[src/rtl/plab5_mcore_mem_req_cmsg_unpack.sv]
`default_nettype none
// ============================================================================
// Module   : plab5_mcore_mem_req_cmsg_unpack
// Brief    : Two-entry val/rdy queue that unpacks memory-request control
//            messages {type, opaque, addr, len} and tags them with a domain.
//            Optional build macro PLAB5_MCORE_MEM_REQ_CMSG_UNPACK_SCRUB_EN
//            clears dequeued entries and masks outputs while the queue is empty.
// Revision : 1.0 - initial release
// ============================================================================
module plab5_mcore_mem_req_cmsg_unpack #(
    parameter int p_opaque_nbits = 8,
    parameter int p_addr_nbits   = 32,
    parameter int p_data_nbits   = 32
) (
    input  logic                                  clk,
    input  logic                                  reset,
    input  logic                                  in_domain,
    input  logic [3+p_opaque_nbits+p_addr_nbits+$clog2(p_data_nbits/8)-1:0] in_msg,
    input  logic                                  in_val,
    output logic                                  in_rdy,
    output logic                                  out_domain,
    output logic [2:0]                            out_type,
    output logic [p_opaque_nbits-1:0]             out_opaque,
    output logic [p_addr_nbits-1:0]               out_addr,
    output logic [$clog2(p_data_nbits/8)-1:0]     out_len,
    output logic [$clog2(p_data_nbits/8):0]       out_nbytes,
    output logic                                  out_val,
    input  logic                                  out_rdy
);

    localparam int c_TYPE_NBITS = 3;
    localparam int c_LEN_NBITS  = $clog2(p_data_nbits / 8);
    localparam int c_MSG_NBITS  = c_TYPE_NBITS + p_opaque_nbits + p_addr_nbits + c_LEN_NBITS;
    localparam logic [c_LEN_NBITS:0] c_NBYTES_FULL = (c_LEN_NBITS + 1)'(p_data_nbits / 8);

    // Each entry is {domain, msg}; the domain bit sits above the message MSB.
    logic [1:0][c_MSG_NBITS:0] entry_q, entry_d;
    logic                      enq_ptr_q, enq_ptr_d;
    logic                      deq_ptr_q, deq_ptr_d;
    logic [1:0]                count_q, count_d;

    logic                      w_enq_fire;
    logic                      w_deq_fire;
    logic [c_MSG_NBITS:0]      w_head;

    assign in_rdy     = (count_q != 2'd2) && reset;
    assign out_val    = (count_q != 2'd0);
    assign w_enq_fire = in_val && in_rdy;
    assign w_deq_fire = out_val && out_rdy;

    always_comb begin
        entry_d   = entry_q;
        enq_ptr_d = enq_ptr_q;
        deq_ptr_d = deq_ptr_q;
        count_d   = count_q;

        if (w_deq_fire) begin
`ifdef PLAB5_MCORE_MEM_REQ_CMSG_UNPACK_SCRUB_EN
            entry_d[deq_ptr_q] = '0;
`endif
            deq_ptr_d = ~deq_ptr_q;
        end

        // Enqueue is applied last so a write always wins over a scrub.
        if (w_enq_fire) begin
            entry_d[enq_ptr_q] = {in_domain, in_msg};
            enq_ptr_d          = ~enq_ptr_q;
        end

        case ({w_enq_fire, w_deq_fire})
            2'b10:   count_d = count_q + 2'd1;
            2'b01:   count_d = count_q - 2'd1;
            default: count_d = count_q;
        endcase
    end

    always_ff @(posedge clk or negedge reset) begin
        if (!reset) begin
            entry_q   <= '0;
            enq_ptr_q <= 1'b0;
            deq_ptr_q <= 1'b0;
            count_q   <= 2'd0;
        end else begin
            entry_q   <= entry_d;
            enq_ptr_q <= enq_ptr_d;
            deq_ptr_q <= deq_ptr_d;
            count_q   <= count_d;
        end
    end

`ifdef PLAB5_MCORE_MEM_REQ_CMSG_UNPACK_SCRUB_EN
    assign w_head = out_val ? entry_q[deq_ptr_q] : '0;
`else
    assign w_head = entry_q[deq_ptr_q];
`endif

    assign out_domain = w_head[c_MSG_NBITS];
    assign out_type   = w_head[c_MSG_NBITS-1 -: c_TYPE_NBITS];
    assign out_opaque = w_head[c_LEN_NBITS + p_addr_nbits +: p_opaque_nbits];
    assign out_addr   = w_head[c_LEN_NBITS +: p_addr_nbits];
    assign out_len    = w_head[0 +: c_LEN_NBITS];

    // A zero length encodes a full data word; masked outputs stay all-zero.
`ifdef PLAB5_MCORE_MEM_REQ_CMSG_UNPACK_SCRUB_EN
    assign out_nbytes = !out_val ? '0 :
                        (out_len == '0) ? c_NBYTES_FULL : {1'b0, out_len};
`else
    assign out_nbytes = (out_len == '0) ? c_NBYTES_FULL : {1'b0, out_len};
`endif

endmodule
`default_nettype wire

[config.mk]
export PLATFORM = sky130hd
export DESIGN_NAME = plab5_mcore_mem_req_cmsg_unpack
export DESIGN_NICKNAME = d
export VERILOG_FILES = /design/src/rtl/plab5_mcore_mem_req_cmsg_unpack.sv
export SDC_FILE = /design/constraint.sdc
export NUM_CORES = 1
export LEC_CHECK = 0
export CORE_MARGIN = 5
export CORE_UTILIZATION = 50
export DETAILED_ROUTE_END_ITERATION = 10
export MAX_ROUTING_LAYER = met4
export PLACE_DENSITY = 0.8
export SYNTH_ARGS = -nofsm -noshare
export SYNTH_HDL_FRONTEND = slang
export SYNTH_SLANG_ARGS = --single-unit
export TNS_END_PERCENT = 1
[constraint.sdc]
create_clock -name clk -period 1.7 [get_ports clk]
set_input_delay 0.34 -clock clk [delete_from_list [all_inputs] [get_ports clk]]
set_output_delay 0.34 -clock clk [all_outputs]
set_load 0.005 [all_outputs]
==> results by group <==
Outcome
  – Outcome: finished, violations left
  – Failing checks: setup timing

Floorplanning
  – Initial Utilization: 50.8%
  – Core area: 0.00868 mm^2
  – Die X: 104 um
  – Chip height: 104 um
  – Die area: 0.0108 mm^2
  – FP Rows: 34
  – I/O Pins: 101

Placement
  – Port Buffers: 100
  – Dpl hpwl: 6.08 mm
  – GP Congestion: 0.716
  – Pre-CTS WS: -0.144 ns

Worst setup path
  – Arrival @ worst endpoint: 1.62 ns
  – Crit-path cells: buf_12 -> buf_6 -> buf_6 -> mux2_4 -> buf_6
  – Critical path class: flop to output port
  – Startpoint types: flop
  – CP Max Fanout: 7
  – CP required: 1.36 ns
  – Crit-path slowest cell: dfrtp_2
  – Reg2reg start: count_q[1]
  – Worst setup EP type: output port
  – R2R depth: 5
  – Worst Setup SP: deq_ptr_q
  – Most used cell, CP: buf_6
  – CP peak stage delay: 0.46 ns

Power
  – Sequential share of power: 37.8%
  – Switch share: 29.9%
  – Pwr/cell area: 1900 mW/mm^2
  – Total Power: 10.9 mW
  – Clock share of power: 12.3%
  – Sw power: 3.24 mW
  – Cell internal pwr: 7.61 mW
  – Max VDD drop: 0.834 mV
  – LEAKAGE: 2.60 nW
  – Comb power frac: 49.9%

Logic synthesis
  – Syn Std Cell Area: 0.00441 mm^2
  – Post-synthesis cell type count: 20
  – Mean post-synth cell area: 16.6 um^2
  – Sequential fraction of the synthesis area: 54.5%
  – Yosys reg bits: 96
  – Syn Inst Count: 265
  – Synth Net Count: 316
  – Synthesis Warnings: 0

Clock tree
  – Sink Count: 96
  – CTS H-tree lvls: 3
  – CTS tree: yes
  – Clock transition at path regs: 0.09 ns
  – CTS Buffer Depth: 2
  – Root Buffer: clkbuf_8
  – Later-pin clock latency in the skew report: 0.36 ns
  – Inserted Clock Buffers: 9

GRT
  – Global-route wire length before repair: 15.1 mm
  – Initial antenna violation count: 0
  – Vias in the first global route: 2913
  – GRT Resource Usage Total: 17.7%
  – GRT overflow: 0
  – Pin count of the biggest net entering global routing: 93

Worst hold path
  – Hold Path Class: primary input to async pin

Detailed routing
  – Vias: 2557
  – Post-Route WL: 8.94 mm
  – Pre-antenna DRT Iters: 4
  – Drt wl/cell: 18.2 um
  – DRC errors left: 0
  – Antenna-violating nets left: 0
  – Routed vias/inst: 5.20
  – DR iter-0 viols: 65

STA
  – Final Hold Vio Count: 0
  – Setup ws final: -0.256 ns
  – Max-slew violation count: 0
  – Crit path time final: 1.96 ns
  – Worst slew pin tran: 0.477 ns
  – Max Freq: 511 MHz
  – Skew final: 0.0118 ns
  – Crit share post-route: 115%
  – Setup violation total in the final timing report: 49
  – RSZ-0062 raised after global routing: yes
  – Slew HR: 68.2%

Cells and area
  – Fillers: 656
  – # diodes: 0
  – Layout cells sized above 1: 59.1%
  – Layout area overhead: 29.6%
  – Most frequent cells in the layout: 93 x dfrtp_1, 80 x mux2_2, 56 x mux2_4
  – Total Nets Final: 430
  – Most common cell after layout, fill and taps aside: dfrtp_1

Run
  – Max-Cap Viols: 0
[metrics by stage]
stage / cell area (um^2) / instances / util, % / setup TNS (ns) / hold slack [ns]
after detailed placement: 5570 / 470 / 64.1 / -8.58 / 0.186
after CTS: 5770 / 490 / 66.5 / -11.08 / 0.130
after global routing: 5720 / 492 / 65.9 / -8.91 / 0.161
final: 5720 / 492 / 65.9 / -5.94 / 0.126
after global placement: 5570 / 470 / 64.1 / -6.30 / 0.183
after floorplan: 4410 / 265 / - / 0 / 0.0444
[worst paths after layout]
| path | to | slack, ns |
|---|---|---|
| hold reg to reg | entry_q[56] | 0.50 |
| max in group asynchronous | count_q[1] | 1.01 |
| setup reg to reg | count_q[1] | 0.10 |
| setup / recovery | out_addr[31] | -0.26 |
| hold / removal | entry_q[62] | 0.13 |
| min in group clk | enq_ptr_q | 0.37 |
[flip-flops by register name (all words and copies together), names as in the netlist]
register,count
entry_q,92
count_q,2
enq_ptr_q,1
deq_ptr_q,1
[metal layers]
metal | share of wire, % | global-route usage (%) | wire (um) | up-vias
met5 | 0 | - | 0 | -
met1 | 48 | 23.6 | 4340 | 1311
li1 | - | - | - | 1177
met3 | 3.2 | 3.04 | 288 | 10
met2 | 47 | 27.6 | 4180 | 59
met4 | 1.5 | 6.11 | 133 | 0
[Yosys cell counts]
cell	count	share of area, %
nor2_1	2	0.17
or2_2	1	0.14
buf_6	3	0.77
and2_1	1	0.14
buf_12	4	1.8
xnor2_1	3	0.60
dfrtp_1	96	54
mux2_1	3	0.77
buf_4	3	0.51
mux2_2	96	25
mux2_4	40	14
nand2b_4	1	0.31
xor2_1	2	0.40
nand3_1	1	0.11
and2_2	1	0.17
ha_1	1	0.28
clkbuf_1	2	0.17
buf_2	3	0.34
and4b_1	1	0.23
nand4_4	1	0.48
[cell families (layout without fill, tap and decap cells)]
| group | Yosys count | in the layout | share of synthesized area, % |
|---|---|---|---|
| buffers and inverters | 15 | 134 | 3.60 |
| adders and majority gates | 1 | 1 | 0.284 |
| xor gates and xnor gates | 5 | 5 | 0.993 |
| and+or+nand+nor | 9 | 9 | 1.76 |
| DFF | 96 | 96 | 54.5 |
| muxes | 139 | 139 | 38.9 |
[power groups by stage]
stage | combinational [mW] | clock [mW] | sequential (mW)
4_1_cts | 5.41 | 1.36 | 4.09
3_3_place_gp | 5.59 | 0 | 4.04
2_1_floorplan | 3.21 | 0 | 3.89
5_1_grt | 5.81 | 1.48 | 4.27
3_5_place_dp | 5.68 | 0 | 4.11
6_report | 5.42 | 1.33 | 4.10
[worst max-delay path, delay by kind of cell, from the launching register on]
| family | cells | cell delay (ns) |
|---|---|---|
| buffers and inverters | 4 | 0.52 |
| flip-flops | 1 | 0.46 |
| multiplexers | 1 | 0.30 |
[layout make-up]
class	instances	area (um^2)	share of cell area (%)
Sequential cell	96	2410	42.1
Multi-Input combinational cell	154	1910	33.5
Timing Repair Buffer	118	1090	19.0
Tap cell	108	135	2.36
Clock buffer	10	128	2.23
Clock inverter	6	46.3	0.810
[what timing repair did]
action,4_1_cts,5_1_grt
buffers inserted,3,1
gates resized for setup,126,78
endpoints found under the hold margin,4,0
setup endpoints to repair,51,52
hold buffers,1,0
gates cloned,0,1
No activity file was read; power rests on OpenSTA's default activity.
